`src/rtl/uart_pkg.sv`:
```
// Shared types and helpers for the UART transmit scheduler.
// Frame timing is derived from clock rate, baud rate and frame length.
package uart_pkg;

    typedef enum logic [1:0] {
        S_IDLE,
        S_ISSUE,
        S_WAIT,
        S_HOLD
    } sched_state_t;

    localparam int UART_FRAME_BITS = 10;

    function automatic int frame_cycles(
        input int clk_per,
        input int baud,
        input int bits,
        input int gap
    );
        return (clk_per / baud) * bits + gap;
    endfunction

endpackage

```
`src/rtl/uart_rr_pick.sv`:
```
// Rotate-priority picker: first requester after i_last, wrapping.
// Purely combinational; o_any flags that some request is present.
module uart_rr_pick
    import uart_pkg::*;
#(
    parameter int NUM_REQ = 4,
    parameter int GW      = $clog2(NUM_REQ)
) (
    input  logic [NUM_REQ-1:0] i_req,
    input  logic [GW-1:0]      i_last,
    output logic [GW-1:0]      o_win,
    output logic               o_any
);

    int   w_idx;
    logic w_found;

    always_comb begin
        o_win   = '0;
        w_found = 1'b0;
        w_idx   = 0;
        for (int i = 1; i <= NUM_REQ; i++) begin
            w_idx = int'(i_last) + i;
            if (w_idx >= NUM_REQ) w_idx = w_idx - NUM_REQ;
            if (!w_found && i_req[GW'(w_idx)]) begin
                w_found = 1'b1;
                o_win   = GW'(w_idx);
            end
        end
    end

    assign o_any = |i_req;

endmodule

```
`src/rtl/uart_tx_sched.sv`:
```
// Round-robin scheduler sharing one UART transmitter among requesters.
// Paces byte loads to one per frame and supports locked multi-byte packets.
module uart_tx_sched
    import uart_pkg::*;
#(
    parameter int CLK_PER      = 50_000_000,
    parameter int BAND_RATE    = 9600,
    parameter int NUM_REQ      = 4,
    parameter int FRAME_BITS   = UART_FRAME_BITS,
    parameter int GAP_CYCLES   = 0,
    parameter int LOCK_TIMEOUT = 65535
) (
    input  logic                       clk_i,
    input  logic                       rst_i,
    input  logic [NUM_REQ-1:0]         req_valid_i,
    input  logic [8*NUM_REQ-1:0]       req_data_i,
    input  logic [NUM_REQ-1:0]         req_last_i,
    output logic [NUM_REQ-1:0]         req_ready_o,
    output logic                       tx_data_valid_o,
    output logic [7:0]                 tx_data_o,
    output logic [$clog2(NUM_REQ)-1:0] grant_id_o,
    output logic                       busy_o,
    output logic                       timeout_o
);

    localparam int FRAME_CYC = frame_cycles(CLK_PER, BAND_RATE,
                                            FRAME_BITS, GAP_CYCLES);
    localparam int FW = $clog2(FRAME_CYC + 1);
    localparam int TW = $clog2(LOCK_TIMEOUT + 1);
    localparam int GW = $clog2(NUM_REQ);

    localparam logic [FW-1:0] FRAME_END = FW'(FRAME_CYC - 1);
    localparam logic [TW-1:0] LOCK_END  = TW'(LOCK_TIMEOUT - 1);
    localparam logic [GW-1:0] GRANT_RST = GW'(NUM_REQ - 1);

    sched_state_t r_state;
    logic [FW-1:0] r_fcnt;
    logic [TW-1:0] r_tcnt;
    logic [GW-1:0] r_grant;
    logic [GW-1:0] r_last;
    logic          r_lock;
    logic          r_txv;
    logic [7:0]    r_txd;
    logic          r_to;

    logic [GW-1:0]      w_win;
    logic               w_any;
    logic               w_valid_g;
    logic               w_last_g;
    logic [7:0]         w_data_g;
    logic [NUM_REQ-1:0] w_ready;

    uart_rr_pick #(
        .NUM_REQ (NUM_REQ),
        .GW      (GW)
    ) u_pick (
        .i_req  (req_valid_i),
        .i_last (r_last),
        .o_win  (w_win),
        .o_any  (w_any)
    );

    assign w_valid_g = req_valid_i[r_grant];
    assign w_last_g  = req_last_i[r_grant];
    assign w_data_g  = req_data_i[{r_grant, 3'b000} +: 8];

    // Only the current grantee ever sees ready, and only while in ISSUE.
    always_comb begin
        w_ready = '0;
        if (r_state == S_ISSUE) w_ready[r_grant] = w_valid_g;
    end

    always_ff @(posedge clk_i) begin
        if (rst_i) begin
            r_state <= S_IDLE;
            r_fcnt  <= '0;
            r_tcnt  <= '0;
            r_grant <= '0;
            r_last  <= GRANT_RST;
            r_lock  <= 1'b0;
            r_txv   <= 1'b0;
            r_txd   <= '0;
            r_to    <= 1'b0;
        end else begin
            r_txv <= 1'b0;
            r_to  <= 1'b0;
            unique case (r_state)
                S_IDLE: begin
                    if (w_any) begin
                        r_grant <= w_win;
                        r_state <= S_ISSUE;
                    end
                end
                S_ISSUE: begin
                    if (w_valid_g) begin
                        r_txd   <= w_data_g;
                        r_txv   <= 1'b1;
                        r_lock  <= !w_last_g;
                        r_fcnt  <= '0;
                        r_state <= S_WAIT;
                    end
                end
                S_WAIT: begin
                    if (r_fcnt == FRAME_END) begin
                        if (!r_lock) begin
                            r_last  <= r_grant;
                            r_state <= S_IDLE;
                        end else if (w_valid_g) begin
                            r_state <= S_ISSUE;
                        end else begin
                            r_tcnt  <= '0;
                            r_state <= S_HOLD;
                        end
                    end else begin
                        r_fcnt <= r_fcnt + 1'b1;
                    end
                end
                S_HOLD: begin
                    if (w_valid_g) begin
                        r_state <= S_ISSUE;
                    end else if (r_tcnt == LOCK_END) begin
                        r_to    <= 1'b1;
                        r_lock  <= 1'b0;
                        r_last  <= r_grant;
                        r_state <= S_IDLE;
                    end else begin
                        r_tcnt <= r_tcnt + 1'b1;
                    end
                end
                default: r_state <= S_IDLE;
            endcase
        end
    end

    assign req_ready_o     = w_ready;
    assign tx_data_valid_o = r_txv;
    assign tx_data_o       = r_txd;
    assign grant_id_o      = r_grant;
    assign busy_o          = (r_state != S_IDLE);
    assign timeout_o       = r_to;

endmodule

```
`config.mk`:
```
export PLATFORM = sky130hd
export DESIGN_NAME = uart_tx_sched
export DESIGN_NICKNAME = d
export VERILOG_FILES = /design/src/rtl/uart_pkg.sv /design/src/rtl/uart_rr_pick.sv /design/src/rtl/uart_tx_sched.sv
export SDC_FILE = /design/constraint.sdc
export NUM_CORES = 1
export LEC_CHECK = 0
export CAP_MARGIN = 15
export CORE_MARGIN = 5
export CORE_UTILIZATION = 51
export CTS_CLUSTER_SIZE = 10
export DETAILED_ROUTE_END_ITERATION = 6
export GPL_TIMING_DRIVEN = 1
export PLACE_DENSITY = 0.79
export SLEW_MARGIN = 15
export SYNTH_ARGS = -nofsm -noshare
export SYNTH_HDL_FRONTEND = slang
export SYNTH_SLANG_ARGS = --single-unit
```
`constraint.sdc`:
```
create_clock -name clk_i -period 2.6 [get_ports clk_i]
set_clock_uncertainty 0.05 [all_clocks]
set_input_delay 0.52 -clock clk_i [delete_from_list [all_inputs] [get_ports clk_i]]
set_output_delay 0.52 -clock clk_i [all_outputs]
set_load 0.005 [all_outputs]
```
==> metrics.md, run 1 <==
| Metric | Value |
|---|---|
| Area of the placeable core | 5405 µm² |
| Max-slew violations | 0 |
| CTS root buf | clkbuf_8 |
| Most frequently used flop master after synthesis | dfxtp_1 |
| Number of flops mapped to enable cells by yosys | 0 |
| Final min period | 2.452 ns |
| Count of vias placed by the detailed router | 2,717 |
| Clock Path Buffers | 2 |
| Post-synthesis instance total | 326 |
| Placed cell count | 459 |
| Clock tree from TritonCTS | built |
| Most common library cell in the layout ignoring fill and taps | clkdlybuf4s50_1 |
| Net total in the final layout | 440 |
| Grt total ovfl | 0 |
| Number of maximum-capacitance constraint violations | 0 |
| I/O pins | 59 |
| Standby leakage power | 1.255 nW |
| Highest-count cells in the layout ignoring fill and taps | clkdlybuf4s50_1 (56), dfxtp_1 (49), nand2_1 (35), a21oi_1 (33), nor2_1 (26) |
| Number of levels in the clock H-tree | 2 |
| Port-buffer cells | 58 |
| Final Routed Wirelength | 7.161 mm |
| Kind of start point of the critical path | input port |
| Worst Path Required | 2.03 ns |
| Number of nets produced by synthesis | 371 |
| Unrepaired setup endpoints after global routing | no |
| Clock transition at path regs | 0.08 ns |
| Async set-reset flop share out of synthesis | 0 |
| Die Y-Extent | 83.88 µm |
| Synthesized area divided by synthesized cell count | 8.540 µm² |
| Finished layout cell area | 3676 µm² |
| Initial antenna violation count | 0 |
| Top achievable clock speed | 0.4078 GHz |
| Post-route ant nets | 0 |
| Post-route non-filler standard cell count | 468 |
| Summed instance area of the synthesized netlist | 2784 µm² |
| Detailed-route vias per instance | 5.806 |
| Critical path capture point type | output pin |
| Period Utilization, post-route | 0.9430 |
| Global-route wire length before repair | 12.25 mm |
| Transition time at the pin with the least slew margin | 0.5586 ns |
| GPL Wtd Cong | 0.8194 |
| CTS Hold Buffers Added | 0 |
| Count of final hold-check violations | 0 |
| Worst slew margin relative to its limit | 0.6242 |
| Largest net degree at the start of global routing | 26 |
| Pwr per Cell Area | 579.4 nW/µm² |
| Number of register bits inferred by synthesis | 49 |
| Die ar. | 7036 µm² |
| Type of the most critical hold path | flip-flop to flip-flop |
| CTS Buf Count | 5 |
| CTS Sinks | 49 |
| Largest vdd supply drop | 0.5250 mV |
| Site Rows | 27 |
| Proportion of layout cells with a drive suffix above 1 | 0.1263 |
| Gr usage total | 0.2088 |
| Result of the run | complete, no violations |
| Depth of the most critical reg-to-reg path | 6 |
| Post-DR wirelength/cell | 15.30 µm |
| Via count of the first global-routing pass | 2,665 |
| Area growth from synthesis to layout | 32.05% |
| Critical Setup Path Class | input port to output pin |
| Number of filler cells placed in the layout | 460 |
| DRC violations left | 0 |
| Worst hold path stage count | 2 |
| Clock Latency Late Sink | 0.30 ns |
| Cell Area, Placed | 3545 µm² |
| Starting DRT DRC Count | 203 |
| Portion of the post-synthesis area used by sequential elements | 0.3524 |
| Count of different cell masters after synthesis | 52 |
| Die width | 83.88 µm |
| Yosys warns | 0 |
| Total of endpoints with negative setup slack in the final report | 0 |
| HPWL reported at the end of detailed placement | 5.455 mm |
| Antenna cells | 0 |
| Total power after layout | 2.130 mW |
| Initial core utilization | 0.5150 |
| Worst hold slack after final layout | 0.4065 ns |
| Drt first pass iters | 4 |
| Data arrival time of the critical path | 1.88 ns |
| Worst-path fanout max | 5 |
metal layers:
layer	vias up	wire length, µm	GRT usage
li1	1350	-	-
met1	1320	3003	0.2482
met2	39	3914	0.3897
met3	8	154	0.03455
met4	0	89	0.04678
met5	-	0	0
power by group:
| part | total [mW] | internal (mW) | switching, mW |
|---|---|---|---|
| Clock | 0.557 | 0.314 | 0.243 |
| Combinational | 0.736 | 0.379 | 0.356 |
| Sequential | 0.837 | 0.799 | 0.0380 |
| Total | 2.13 | 1.49 | 0.638 |
worst paths after layout:
| path | slack (ns) | from | endpoint |
|---|---|---|---|
| max reg2reg | 0.21 | r_fcnt[15]$_SDFFE_PP0P_ | r_tcnt[10]$_SDFFE_PP0P_ |
| max | 0.15 | req_valid_i[1] | req_ready_o[1] |
| min reg2reg | 0.41 | tx_data_o[7]$_SDFFE_PP0P_ | tx_data_o[7]$_SDFFE_PP0P_ |
| min | 0.41 | tx_data_o[7]$_SDFFE_PP0P_ | tx_data_o[7]$_SDFFE_PP0P_ |
worst max-delay path, cell delays in order:
cell and delay, ns:
clkdlybuf4s50_1 0.48, buf_4 0.14, nand2b_1 0.07, nor2_1 0.13, clkdlybuf4s50_1 0.54
layout make-up:
cell class,instances,area [µm²],share of cell area
multi-input combinational,251,1695,0.4612
sequential,49,980.9,0.2668
timing repair buffer,82,770.7,0.2097
tap,72,90.09,0.02451
clock buffer,7,86.33,0.02349
clock inverter,1,30.03,0.008169
inverter,6,22.52,0.006127
per-stage QoR:
step / setup WS [ns] / utilization / setup TNS [ns]
final: 0.1481 / 0.6801 / 0
after global routing: 0.05575 / 0.6801 / 0
after CTS: 0.1203 / 0.6787 / 0
after detailed placement: -0.1213 / 0.6558 / -1.094
after global placement: -0.1126 / 0.6558 / -0.6894
after floorplan: 0.4336 / - / 0
cells by family after synthesis:
group | count (synthesis) | share of synthesized area
buffers and inverters | 26 | 0.04225
adder cells (fa/ha/maj) | 3 | 0.01348
multiplexers | 12 | 0.08809
AND/OR/NAND/NOR | 150 | 0.2989
AO/OA/AOI/OAI | 74 | 0.1672
XOR/XNOR | 12 | 0.03775
flip-flops | 49 | 0.3524
Yosys cell counts, types with 2 or more instances:
master / n / area, µm²
and2_1: 5 / 31.28
ha_1: 3 / 37.54
o31ai_1: 11 / 82.58
nand4_1: 8 / 50.05
and4_1: 5 / 43.79
buf_6: 2 / 22.52
clkbuf_1: 13 / 48.80
mux4_2: 10 / 225.2
nor3b_1: 3 / 22.52
buf_2: 4 / 20.02
or3_1: 8 / 50.05
or4b_1: 3 / 30.03
nand2_1: 36 / 135.1
o2111a_1: 2 / 22.52
nor3_1: 6 / 30.03
and3_1: 5 / 31.28
mux2i_1: 2 / 20.02
a21oi_1: 33 / 165.2
nor2b_1: 3 / 18.77
nor2_1: 26 / 97.59
o21ai_0: 10 / 50.05
nand2b_1: 6 / 37.54
inv_1: 6 / 22.52
xor2_1: 8 / 70.07
or4_1: 11 / 82.58
a211oi_1: 2 / 15.01
nor4_1: 4 / 25.02
nand3_1: 12 / 60.06
xnor2_1: 4 / 35.03
o211ai_1: 2 / 15.01
dfxtp_1: 49 / 980.9
a41oi_1: 2 / 17.52
or2_2: 3 / 18.77
registers in the layout, indices dropped and copies added (netlist names):
register and cells:
r_fcnt 16, r_tcnt 16, tx_data_o 8, grant_id_o 2, r_last 2, r_state 2
r_lock 1, timeout_o 1, tx_data_valid_o 1
timing repair:
action	4_1_cts	5_1_grt
buffers inserted	1	0
setup endpoints to repair	2	1
gates resized for setup	3	1
pin swaps	0	0
Note: power is estimated with default switching activity, not from simulation.
==> inputs of run 2 (changes only) <==
--- a/config.mk
+++ b/config.mk
@@ -12,6 +12,7 @@
 export DETAILED_ROUTE_END_ITERATION = 6
 export GPL_TIMING_DRIVEN = 1
 export PLACE_DENSITY = 0.79
+export RECOVER_POWER = 25
 export SLEW_MARGIN = 15
 export SYNTH_ARGS = -nofsm -noshare
 export SYNTH_HDL_FRONTEND = slang
==> metrics.md, run 2 (synthesis results as in run 1) <==
| Metric | Value |
|---|---|
| Result of the run | complete, no violations (unchanged) |
| Most used cell, CP | clkdlybuf4s50_1 (unchanged) |
| Largest net degree at the start of global routing | 26 (unchanged) |
| Highest-count cells in the layout ignoring fill and taps | dfxtp_1 (49), clkdlybuf4s50_1 (46), nand2_1 (35), a21oi_1 (33), nor2_1 (26) (was clkdlybuf4s50_1 (56), dfxtp_1 (49), nand2_1 (35), a21oi_1 (33), nor2_1 (26)) |
| Net switching power | 0.6370 mW (was 0.6376 mW) |
| DRC violations left | 0 (unchanged) |
| Worst slew margin relative to its limit | 0.6242 (unchanged) |
| Top achievable clock speed | 0.4078 GHz (about the same) |
| Series of cell instances along the critical path | clkdlybuf4s50_1 > buf_4 > nand2b_1 > nor2_1 > clkdlybuf4s50_1 (unchanged) |
| Die width | 83.88 µm (unchanged) |
| Most common library cell in the layout ignoring fill and taps | dfxtp_1 (was clkdlybuf4s50_1) |
| Proportion of layout cells with a drive suffix above 1 | 0.1263 (unchanged) |
| Type of the most critical hold path | flip-flop to flip-flop (unchanged) |
| Critical path capture point type | output pin (unchanged) |
| GPL Wtd Cong | 0.8194 (unchanged) |
| Data arrival time of the critical path | 1.88 ns (about the same) |
| Number of buffers and inverters on the critical path | 3 (unchanged) |
| CTS root buf | clkbuf_8 (unchanged) |
| Clock Path Buffers | 2 (unchanged) |
| Setup slack of the worst register-to-register path | 0.22 ns (was 0.21 ns) |
| Grt total ovfl | 0 (unchanged) |
| Pwr per Cell Area | 577.1 nW/µm² (was 579.4 nW/µm²) |
| Gr usage total | 0.2088 (unchanged) |
| Drt first pass iters | 4 (unchanged) |
| Port-buffer cells | 58 (unchanged) |
| Period Utilization, post-route | 0.9431 (was 0.9430) |
| Area of the placeable core | 5405 µm² (unchanged) |
| Total of endpoints with negative setup slack in the final report | 0 (unchanged) |
| Proportion of total power due to net switching | 0.3004 (was 0.2994) |
| Hold Crit Start | tx_data_o[7]$_SDFFE_PP0P_ (unchanged) |
| Peak per-stage delay on the critical path | 0.54 ns (about the same) |
| Via count of the first global-routing pass | 2,665 (unchanged) |
| Worst hold path stage count | 2 (unchanged) |
| Initial antenna violation count | 0 (unchanged) |
| Crit Reg-Reg Startpoint | r_fcnt[15]$_SDFFE_PP0P_ (unchanged) |
| CTS Buf Count | 5 (unchanged) |
| Die ar. | 7036 µm² (unchanged) |
| Largest vdd supply drop | 0.5257 mV (was 0.5250 mV) |
| Clock Power Share | 0.263 (was 0.262) |
| Area growth from synthesis to layout | 31.95% (was 32.05%) |
| Number of maximum-capacitance constraint violations | 0 (unchanged) |
| Final min period | 2.452 ns (about the same) |
| Worst hold slack after final layout | 0.4031 ns (was 0.4065 ns) |
| Die Y-Extent | 83.88 µm (unchanged) |
| Global-route wire length before repair | 12.25 mm (unchanged) |
| Clock tree from TritonCTS | built (unchanged) |
| Cell-internal power | 1.483 mW (was 1.492 mW) |
| HPWL reported at the end of detailed placement | 5.455 mm (unchanged) |
| I/O pins | 59 (unchanged) |
| Count of final hold-check violations | 0 (unchanged) |
| Critical Setup Path Class | input port to output pin (unchanged) |
| End of the worst register-to-register path | r_tcnt[10]$_SDFFE_PP0P_ (unchanged) |
| Antenna cells | 0 (unchanged) |
| Unrepaired setup endpoints after global routing | no (unchanged) |
| CTS Hold Buffers Added | 0 (unchanged) |
| Number of levels in the clock H-tree | 2 (unchanged) |
| Worst Path Required | 2.03 ns (about the same) |
| Detailed-route vias per instance | 5.746 (was 5.806) |
| Clock transition at path regs | 0.08 ns (about the same) |
| Site Rows | 27 (unchanged) |
| Starting DRT DRC Count | 203 (unchanged) |
| Cell family with the largest share of critical-path delay | buffers and inverters (unchanged) |
| Cell type of the slowest stage on the worst timing path | clkdlybuf4s50_1 (unchanged) |
| Kind of start point of the critical path | input port (unchanged) |
| Finished layout cell area | 3674 µm² (was 3676 µm²) |
| Cell Area, Placed | 3545 µm² (unchanged) |
| Initial core utilization | 0.5150 (unchanged) |
| Reg power frac | 0.394 (was 0.393) |
| Post-route ant nets | 0 (unchanged) |
| Depth of the most critical reg-to-reg path | 6 (unchanged) |
| Final Routed Wirelength | 7.152 mm (was 7.161 mm) |
| Standby leakage power | 1.287 nW (was 1.255 nW) |
| Clock Latency Late Sink | 0.30 ns (about the same) |
| Worst-path fanout max | 5 (unchanged) |
| Part of the total power dissipated in combinational logic | 0.343 (was 0.345) |
| Endpoint with the worst hold slack | tx_data_o[7]$_SDFFE_PP0P_ (unchanged) |
| Count of vias placed by the detailed router | 2,689 (was 2,717) |
| Transition time at the pin with the least slew margin | 0.5586 ns (unchanged) |
| Max-slew violations | 0 (unchanged) |
| Post-DR wirelength/cell | 15.28 µm (was 15.30 µm) |
| Net total in the final layout | 440 (unchanged) |
| CTS Sinks | 49 (unchanged) |
==> run 2: cell types whose count changed in the layout (fill, tap and decap cells not counted), sizes merged <==
cell	delta
buf	-1
clkbuf	+1
clkdlybuf4s50	-10
dlygate4sd3	+10
==> run 2: power groups by stage <==
| stage | sequential (mW) | combinational, mW | clock (mW) |
|---|---|---|---|
| 2_1_floorplan | 0.843 | 0.429 | 0 |
| 3_3_place_gp | 0.851 | 0.716 | 0 |
| 3_5_place_dp | 0.854 | 0.729 | 0 |
| 4_1_cts | 0.837 | 0.737 | 0.572 |
| 5_1_grt | 0.844 | 0.799 | 0.610 |
| 6_report | 0.836 | 0.727 | 0.558 |
==> run 2: layout make-up <==
cell class	instances	area [µm²]
clock buffers	7	86.33
clock inverters	1	30.03
fillers	459	1732
inverters	6	22.52
multi-input cells	251	1695
flip-flops and latches	49	980.9
well taps	72	90.09
repair buffers	82	768.2
==> run 2: worst max path at each step <==
stage	start	cells past startpoint	end	slack, ns
2_1_floorplan	req_valid_i[3]	4	req_ready_o[2]	0.43
3_3_place_gp	req_valid_i[2]	5	req_ready_o[2]	-0.11
3_5_place_dp	req_valid_i[1]	5	req_ready_o[0]	-0.12
4_1_cts	req_valid_i[1]	8	r_tcnt[10]$_SDFFE_PP0P_	0.12
5_1_grt	req_valid_i[3]	9	r_fcnt[14]$_SDFFE_PP0P_	0.06
6_report	req_valid_i[1]	5	req_ready_o[1]	0.15
==> run 2: tightest hold or removal path, cell delays in order (launching register included) <==
cell	delay, ns
dfxtp_1	0.31
nand2_1	0.05
a21oi_1	0.05
==> run 2: metal layers <==
metal  track usage  routed length, µm  vias up
li1              -                  -     1348
met1        0.2482               3006     1302
met2        0.3897               3911       31
met3       0.03455                145        8
met4       0.04678                 89        0
met5             0                  0        -
==> run 2: through the flow <==
step	TNS (ns)	setup slack, ns	util	power (mW)	instances
detailed placement	-1.094	-0.1213	0.6558	1.583	459
floorplan	0	0.4336	-	1.271	326
finish	0	0.1479	0.6796	2.120	468
global route	0	0.05575	0.6796	2.253	468
global placement	-0.6894	-0.1126	0.6558	1.568	459
CTS	0	0.1203	0.6787	2.146	468
==> run 2: timing repair <==
action,in CTS,in global routing
resized for setup,3,1
gates cloned,0,0
setup endpoints to repair,2,1
buffers inserted,1,0
==> inputs of run 3 (changes only) <==
--- a/config.mk
+++ b/config.mk
@@ -7,12 +7,12 @@
 export LEC_CHECK = 0
 export CAP_MARGIN = 15
 export CORE_MARGIN = 5
-export CORE_UTILIZATION = 51
+export CORE_UTILIZATION = 63
 export CTS_CLUSTER_SIZE = 10
 export DETAILED_ROUTE_END_ITERATION = 6
+export DONT_BUFFER_PORTS = 1
 export GPL_TIMING_DRIVEN = 1
-export PLACE_DENSITY = 0.79
-export RECOVER_POWER = 25
+export PLACE_DENSITY = 0.78
 export SLEW_MARGIN = 15
 export SYNTH_ARGS = -nofsm -noshare
 export SYNTH_HDL_FRONTEND = slang
==> metrics.md, run 3 (synthesis results as in run 1) <==
| Metric | Value |
|---|---|
| Drt first pass iters | 4 (unchanged) |
| Worst slew margin relative to its limit | 0.4618 (was 0.6242) |
| Die width | 76.48 µm (was 83.88 µm) |
| Result of the run | complete, no violations (unchanged) |
| Transition time at the pin with the least slew margin | 0.8072 ns (was 0.5586 ns) |
| Endpoint with the worst hold slack | tx_data_o[0]$_SDFFE_PP0P_ (was tx_data_o[7]$_SDFFE_PP0P_) |
| Via count of the first global-routing pass | 2,088 (was 2,665) |
| I/O pins | 59 (unchanged) |
| Largest net degree at the start of global routing | 27 (was 26) |
| Global-route wire length before repair | 9.715 mm (was 12.25 mm) |
| Critical path capture point type | flip-flop (was output pin) |
| Count of vias placed by the detailed router | 2,349 (was 2,689) |
| Clock transition at path regs | 0.09 ns (was 0.08 ns) |
| Post-DR wirelength/cell | 15.17 µm (was 15.28 µm) |
| Critical Setup Path Class | flip-flop to flip-flop (was input port to output pin) |
| Depth of the most critical reg-to-reg path | 5 (was 6) |
| Detailed-route vias per instance | 6.247 (was 5.746) |
| Worst-path fanout max | 15 (was 5) |
| Number of gates resized after cts | 0 (was 3) |
| Total of endpoints with negative setup slack in the final report | 0 (unchanged) |
| Port-buffer cells | 0 (was 58) |
| Data arrival time of the critical path | 2.52 ns (was 1.88 ns) |
| Proportion of layout cells with a drive suffix above 1 | 0.1019 (was 0.1263) |
| Largest vdd supply drop | 0.4027 mV (was 0.5257 mV) |
| Top achievable clock speed | 0.4257 GHz (was 0.4078 GHz) |
| Area of the placeable core | 4324 µm² (was 5405 µm²) |
| Most common library cell in the layout ignoring fill and taps | dfxtp_1 (unchanged) |
| Number of maximum-capacitance constraint violations | 0 (unchanged) |
| Final min period | 2.349 ns (was 2.452 ns) |
| Max-slew violations | 0 (unchanged) |
| Highest-count cells in the layout ignoring fill and taps | dfxtp_1 (49), nand2_1 (36), a21oi_1 (33), nor2_1 (26), nand3_1 (12) (was dfxtp_1 (49), clkdlybuf4s50_1 (46), nand2_1 (35), a21oi_1 (33), nor2_1 (26)) |
| Standby leakage power | 0.9341 nW (was 1.287 nW) |
| Starting DRT DRC Count | 107 (was 203) |
| Die Y-Extent | 76.48 µm (was 83.88 µm) |
| Area growth from synthesis to layout | 4.494% (was 31.95%) |
| Site Rows | 24 (was 27) |
| Type of the most critical hold path | input port to flip-flop (was flip-flop to flip-flop) |
| Setup slack of the worst register-to-register path | 0.25 ns (was 0.22 ns) |
| Unrepaired setup endpoints after global routing | no (unchanged) |
| Clock Path Buffers | 2 (unchanged) |
| Number of filler cells placed in the layout | 369 (was 459) |
| Count of final hold-check violations | 0 (unchanged) |
| Gr usage total | 0.1979 (was 0.2088) |
| Buffer count from post-CTS setup fixing | 0 (was 1) |
| Worst hold path stage count | 1 (was 2) |
| HPWL reported at the end of detailed placement | 4.281 mm (was 5.455 mm) |
| Period Utilization, post-route | 0.9036 (was 0.9431) |
| Pwr per Cell Area | 610.4 nW/µm² (was 577.1 nW/µm²) |
| CTS Buf Count | 5 (unchanged) |
| GPL Wtd Cong | 0.8636 (was 0.8194) |
| Initial antenna violation count | 0 (unchanged) |
| CTS Hold Buffers Added | 0 (unchanged) |
| End of the worst register-to-register path | r_fcnt[13]$_SDFFE_PP0P_ (was r_tcnt[10]$_SDFFE_PP0P_) |
| Worst Path Required | 2.77 ns (was 2.03 ns) |
| Antenna cells | 0 (unchanged) |
| Die ar. | 5848 µm² (was 7036 µm²) |
| Crit Reg-Reg Startpoint | grant_id_o[1]$_SDFFE_PP0P_ (was r_fcnt[15]$_SDFFE_PP0P_) |
| Multi-input gate area in the final layout | 1685 µm² (was 1695 µm²) |
| Grt total ovfl | 0 (unchanged) |
| Finished layout cell area | 2909 µm² (was 3674 µm²) |
| DRC violations left | 0 (unchanged) |
| Final Routed Wirelength | 5.704 mm (was 7.152 mm) |
| Kind of start point of the critical path | flip-flop (was input port) |
| Clock tree from TritonCTS | built (unchanged) |
| Combined flip-flop and latch cell area | 980.9 µm² (unchanged) |
| Hold Crit Start | rst_i (was tx_data_o[7]$_SDFFE_PP0P_) |
| Cell Area, Placed | 2829 µm² (was 3545 µm²) |
| Number of levels in the clock H-tree | 2 (unchanged) |
| CTS root buf | clkbuf_8 (unchanged) |
| Setup Total Neg Slack | 0 ns (unchanged) |
| Initial core utilization | 0.6438 (was 0.5150) |
| Net total in the final layout | 368 (was 440) |
| Post-route ant nets | 0 (unchanged) |
| Clock Latency Late Sink | 0.30 ns (about the same) |
| CTS Sinks | 49 (unchanged) |
run 3: power breakdown:
part	leakage, nW	switching (mW)	internal, mW
Clock	0.0395	0.232	0.192
Combinational	0.498	0.287	0.217
Sequential	0.396	0.0497	0.799
Total	0.934	0.569	1.21
run 3: worst max path at each step:
stage | from | end | slack, ns | depth (start not counted)
floorplan | req_valid_i[3] | req_ready_o[2] | 0.43 | 4
global placement | req_valid_i[2] | r_fcnt[13]$_SDFFE_PP0P_ | 0.26 | 5
detailed placement | req_valid_i[2] | r_fcnt[13]$_SDFFE_PP0P_ | 0.19 | 5
CTS | grant_id_o[1]$_SDFFE_PP0P_ | r_fcnt[13]$_SDFFE_PP0P_ | 0.26 | 5
global route | grant_id_o[1]$_SDFFE_PP0P_ | r_fcnt[13]$_SDFFE_PP0P_ | 0.11 | 5
finish | grant_id_o[1]$_SDFFE_PP0P_ | r_fcnt[13]$_SDFFE_PP0P_ | 0.25 | 5
run 3: cell type report:
type	instances	area share
multi-input combinational	251	0.5794
tap	52	0.02237
clock buffer	8	0.02753
sequential	49	0.3372
timing repair buffer	10	0.02581
inverter	6	0.007742
run 3: layer usage:
layer / vias to the layer above / GRT usage / wire length (µm) / share of wire
met4: 0 / 0.06643 / 105 / 0.018
met2: 44 / 0.3108 / 2836 / 0.50
met3: 9 / 0.04255 / 205 / 0.036
met5: - / 0 / 0 / 0
met1: 1089 / 0.2692 / 2557 / 0.45
li1: 1207 / - / - / -
run 3: worst max-delay path, cell delays in order, from the launching register on:
cell and delay [ns]:
dfxtp_1 0.34, mux4_2 0.46, and2_1 0.51, o21ai_1 0.25
or4_1 0.50, a21oi_1 0.15
run 3: metrics by stage:
step	util	setup WS (ns)	std cells	hold WS, ns	total power, mW
detailed placement	0.6542	0.1899	368	0.4161	1.370
finish	0.6727	0.2508	376	0.2279	1.776
CTS	0.6727	0.2570	376	0.2187	1.794
floorplan	-	0.4336	326	0.3977	1.271
global placement	0.6542	0.2572	368	0.4094	1.362
global route	0.6727	0.1133	376	0.2049	1.898
==> edit 1: new RTL, settings of run 1 <==
Encoding of `sched_state_t`: now one-hot (4 bits for 4 states).
--- a/src/rtl/uart_pkg.sv
+++ b/src/rtl/uart_pkg.sv
@@ -3,9 +3,9 @@
 package uart_pkg;
 
-    typedef enum logic [1:0] {
-        S_IDLE,
-        S_ISSUE,
-        S_WAIT,
-        S_HOLD
+    typedef enum logic [3:0] {
+        S_IDLE  = 4'b0001,
+        S_ISSUE = 4'b0010,
+        S_WAIT  = 4'b0100,
+        S_HOLD  = 4'b1000
     } sched_state_t;
 
Check against the original RTL: same outputs for any inputs over 10 cycles, from zero or initial values and one cycle with rst_i high; not proved beyond that.
==> edit 1 against run 1 <==
Critical path depth increased by 1; sequential share of layout area increased by 0.67 points; final area increased by 1.5%; combinational power decreased by 45%; setup slack got worse by 0.11 ns; area after synthesis increased by 3.4%; worst hold slack improved by 0.0023 ns; routed wire length increased by 4.8%; sequential cell count increased by 2; global-route usage increased by 0.45 points; maximum frequency decreased by 4.4%; power decreased by 21%; critical endpoint is now req_ready_o[0].
==> edit 1: results (changes against run 1) <==
| Metric | Value |
|---|---|
| Total internal power | 1.21 mW (-19%) |
| Layout Cells excl Fill | 480 (+2.6%) |
| Slowest CP cell | mux4_2 |
| Hold Path Class | flop to flop |
| M1 WL | 3180 microns (+5.9%) |
| Top cell type's share of synthesized area | 35.5% (+0.24 points) |
| Drt total wl | 7500 microns (+4.8%) |
| Netlist cell types | 51 (-1.9%) |
| Met2 routed WL | 3980 microns (+1.7%) |
| Largest stage delay, worst path | 0.47 ns (-0.07 ns) |
| 1st-iter DRT viols | 122 (-40%) |
| Max_slew headroom | 48.9% (-13 points) |
| Port bufs | 58 (unchanged) |
| Avg Inst Size Synth | 8.51 sq um (-0.30%) |
| XOR/XNOR Fraction of Synth Area | 0.304% (-3.5 points) |
| H-tree depth | 2 (unchanged) |
| Met2 usage | 38.0% (-0.98 points) |
| Cell depth of the worst flop-to-flop path | 8 (+2) |
| Highest metal used | met4 |
| Top cells by area, synth | dfxtp_1 35%, mux4_2 7.8%, a21oi_1 6.1% |
| Adder-cell share of the synthesized area | 1.30% (-0.044 points) |
| Root Driver | clkbuf_8 |
| Vias in the first global route | 2891 (+8.5%) |
| Crit path arrival time | 2.00 ns (+0.12 ns) |
| Maximum capacitance violations | 0 (unchanged) |
| GPL Wtd Cong | 0.829 (+1.1%) |
| Register clock-pin slew on the reported worst setup and hold paths | 0.09 ns |
| Largest net degree at the start of global routing | 34 (+31%) |
| Vias/cell | 6.03 (+3.8%) |
| Register area share after synthesis | 35.5% (+0.24 points) |
| Dpl hpwl | 5720 microns (+4.9%) |
| Fill cell count | 452 (-1.7%) |
| CP delay by family, top | buffers and inverters |
| Layout cells sized above 1 | 13.0% (+0.36 points) |
| Top cells by count, synth | 51 x dfxtp_1, 38 x nand2_1, 35 x a21oi_1 |
| Met1 Usage GRT | 25.3% (+0.45 points) |
| DR WL met3 | 243 microns (+58%) |
| Worst hold stages | 2 (unchanged) |
| First-pass GRT wire length | 12800 microns (+4.8%) |
| Clk_lat worst skew | 0.31 ns |
| Pleak | 1.29 nW (+2.8%) |
| Dpl cells | 471 (+2.6%) |
| Initial antenna violation count | 0 (unchanged) |
| Status | completed |
| Num CTS Buffers | 5 (unchanged) |
| First-pass DRT Iterations | 4 (unchanged) |
| Total global-route track usage | 21.3% (+0.45 points) |
| Nets | 452 (+2.7%) |
| Post-Place Worst Slack | -0.281 ns (-0.159 ns) |
| Synth async-reset ratio | 0% (unchanged) |
| Number of diodes | 0 (unchanged) |
| Synth Area in Compound Gates | 19.7% (+3.0 points) |
| Yosys warns | 0 (unchanged) |
| Crit-path max FO | 8 (+3) |
| VDD IR-drop max | 273 uV (-48%) |
| GR Util met3 | 4.56% (+1.1 points) |
| Syn nets | 383 (+3.2%) |
| Multiplexer share of the synthesized area | 8.52% (-0.29 points) |
## edit 1: metrics by stage
stage | cell area (sq um) | utilization (%)
finish | 3730 | 67.8
global route | 3730 | 67.8
CTS | 3730 | 67.8
detailed placement | 3640 | 66.2
global placement | 3640 | 66.2
floorplan | 2880 | -
## edit 1: worst paths after layout
| kind | startpoint | to | slack [ns] |
|---|---|---|---|
| worst min-delay path | tx_data_o[3]$_SDFFE_PP0P_ | tx_data_o[3]$_SDFFE_PP0P_ | 0.41 |
| worst min register to register | tx_data_o[3]$_SDFFE_PP0P_ | tx_data_o[3]$_SDFFE_PP0P_ | 0.41 |
| worst max-delay path | req_valid_i[0] | req_ready_o[0] | 0.03 |
| worst max register to register | r_fcnt[0]$_SDFFE_PP0P_ | r_tcnt[2]$_SDFFE_PP0P_ | 0.25 |
## edit 1: cell families after synthesis
group	Yosys count
muxes	12
adders and majority gates	3
AOI/OAI and AO/OA	92
and+or+nand+nor	147
DFF	51
buffers and inverters	32
xor gates and xnor gates	1
## edit 1: what timing repair did
action	in CTS	in global routing
hold buffers	0	0
cloned	0	0
endpoints found under the setup margin	4	1
buffers inserted	1	0
resized for setup	8	0
## edit 1: layout make-up
cell class                 count  share of cell area, %
clock inverter                 3                  0.402
sequential                    51                   27.4
clock buffer                   5                   1.84
inverter                      11                   1.14
timing repair buffer          83                   21.1
tap                           72                   2.41
multi-input combinational    255                   45.7
## edit 1: power by group through the flow
stage | combinational [mW] | clock, mW | sequential (mW)
final | 0.407 | 0.447 | 0.826
after global routing | 0.443 | 0.485 | 0.830
after CTS | 0.409 | 0.462 | 0.826
after detailed placement | 0.405 | 0 | 0.845
after global placement | 0.396 | 0 | 0.842
after floorplan | 0.221 | 0 | 0.840
==> edit 2: new RTL, flow settings as in run 1 <==
Made on the original files. Set the package constant `UART_FRAME_BITS` to 20 (it was 10).
--- a/src/rtl/uart_pkg.sv
+++ b/src/rtl/uart_pkg.sv
@@ -10,5 +10,5 @@
     } sched_state_t;
 
-    localparam int UART_FRAME_BITS = 10;
+    localparam int UART_FRAME_BITS = 20;
 
     function automatic int frame_cycles(
Formal check against the unedited RTL: same outputs for any inputs over 10 cycles, from zero or initial values and one cycle with rst_i high; that may be too few to reach the edited logic, so the function may still have changed.
==> edit 2 against run 1 <==
Sequential cell count grew 1; final area increased by 0.10%; routed wire length is 0.60% higher; highest routed layer unchanged; critical path type is now flop to flop; global-route usage is 0.33 points lower; critical path depth unchanged; area after synthesis down 1.4%; synthesized cell count is 3.4% lower; setup slack got worse by 0.067 ns; non-clock buffer count grew 1.
Power is not compared: it rests on default switching activity, and its combinational part moved more than twofold at a synthesized area within 25%.
==> edit 2: results (changes against run 1) <==
| Metric | Value |
|---|---|
| Port bufs | 58 (unchanged) |
| Post-CTS setup repair buffer count | 0 (-1) |
| Slowest CP cell | or4b_1 |
| Largest net degree at the start of global routing | 17 (-35%) |
| GPL Wtd Cong | 0.871 (+6.3%) |
| Total global-route track usage | 20.6% (-0.33 points) |
| Fill cell count | 410 (-11%) |
| XOR/XNOR Fraction of Synth Area | 6.38% (+2.6 points) |
| Top cells by area, synth | dfxtp_1 36%, mux4_2 8.2%, nor2_1 5.5% |
| Syn nets | 360 (-3.0%) |
| Layout cells sized above 1 | 14.6% (+2.0 points) |
| Max_slew headroom | 61.5% (-0.87 points) |
| Nets | 434 (-1.4%) |
| Vias in the first global route | 2715 (+1.9%) |
| Vias/cell | 5.86 (+0.99%) |
| Drt total wl | 7200 microns (+0.60%) |
| Status | completed |
| Largest stage delay, worst path | 0.59 ns (+0.05 ns) |
| Top cells by count, synth | 50 x dfxtp_1, 40 x nor2_1, 35 x nand2_1 |
| Multiplexer share of the synthesized area | 9.67% (+0.86 points) |
| First-pass DRT Iterations | 4 (unchanged) |
| Synth Area in Compound Gates | 16.2% (-0.49 points) |
| Crit-path max FO | 7 (+2) |
| Top reg by flops | r_fcnt |
| Dpl hpwl | 5210 microns (-4.5%) |
| Adder-cell share of the synthesized area | 1.37% (+0.020 points) |
| Netlist cell types | 49 (-5.8%) |
| Register area share after synthesis | 36.5% (+1.2 points) |
| 1st-iter DRT viols | 135 (-33%) |
| First-pass GRT wire length | 12100 microns (-1.5%) |
| Crit path arrival time | 2.72 ns (+0.84 ns) |
-- edit 2: changes by cell type after synthesis, sizes merged, moves of 3 or more --
cell and change:
or4 -3, o21ai -6, or3 -5, and2 -3, a2111oi +8, a21oi -12
xnor2 +9, o31ai -3, buf -4, nor2 +14
-- edit 2: cell families (layout without fill, tap and decap cells) --
group                    after synthesis  after routing
multiplexers                          14             14
AO/OA/AOI/OAI                         63             64
XOR/XNOR                              20             20
adder cells (fa/ha/maj)                3              3
AND/OR/NAND/NOR                      141            141
flip-flops                            50             50
buffers and inverters                 24             98
-- edit 2: what timing repair did --
action                     4_1_cts  5_1_grt
gates resized for setup          8        7
setup endpoints to repair       12       14
cloned                           1        0
pin swaps                        3        4
-- edit 2: routing by layer --
metal | vias up | wire length, microns | track usage [%]
li1 | 1307 | - | -
met1 | 1282 | 2980 | 24.7
met2 | 95 | 3610 | 35.1
met3 | 13 | 496 | 5.64
met4 | 0 | 112 | 7.13
met5 | - | 0 | 0
-- edit 2: final cells by class --
cell class	count	area share (%)
tap	70	2.38
inverter	7	0.714
timing repair buffer	83	21.0
multi-input combinational	242	45.7
clock buffer	8	2.99
sequential	50	27.2
-- edit 2: final timing paths --
| path | from | end | slack [ns] | depth (start not counted) |
|---|---|---|---|---|
| worst max-delay path | r_fcnt[5]$_SDFFE_PP0P_ | r_tcnt[8]$_SDFFE_PP0P_ | 0.08 | 5 |
| worst min-delay path | tx_data_o[4]$_SDFFE_PP0P_ | tx_data_o[4]$_SDFFE_PP0P_ | 0.41 | 2 |
| worst max register to register | r_fcnt[5]$_SDFFE_PP0P_ | r_tcnt[8]$_SDFFE_PP0P_ | 0.08 | 5 |
| worst min register to register | tx_data_o[4]$_SDFFE_PP0P_ | tx_data_o[4]$_SDFFE_PP0P_ | 0.41 | 2 |
-- edit 2: power breakdown --
group          internal, mW  leakage [nW]  switching [mW]  total (mW)
combinational         0.201         0.803           0.165       0.366
sequential            0.788         0.404          0.0202       0.808
clock                 0.269        0.0575           0.252       0.521
-- edit 2: critical path: cells and delay by family, from the launching register on --
family,cells,cell delay [ns]
AND/OR/NAND/NOR,2,1.13
flip-flops,1,0.35
AO/OA/AOI/OAI,3,0.95
-- edit 2: through the flow --
step | hold slack, ns | std cells | power (mW) | setup slack (ns) | area, sq um
finish | 0.414 | 460 | 1.70 | 0.0810 | 3680
global route | 0.433 | 460 | 1.77 | 0.0167 | 3680
detailed placement | 0.401 | 451 | 1.18 | -0.485 | 3530
global placement | 0.391 | 451 | 1.18 | -0.408 | 3530
CTS | 0.417 | 460 | 1.71 | 0.0232 | 3660
floorplan | 0.397 | 315 | 1.01 | 0.0536 | 2740
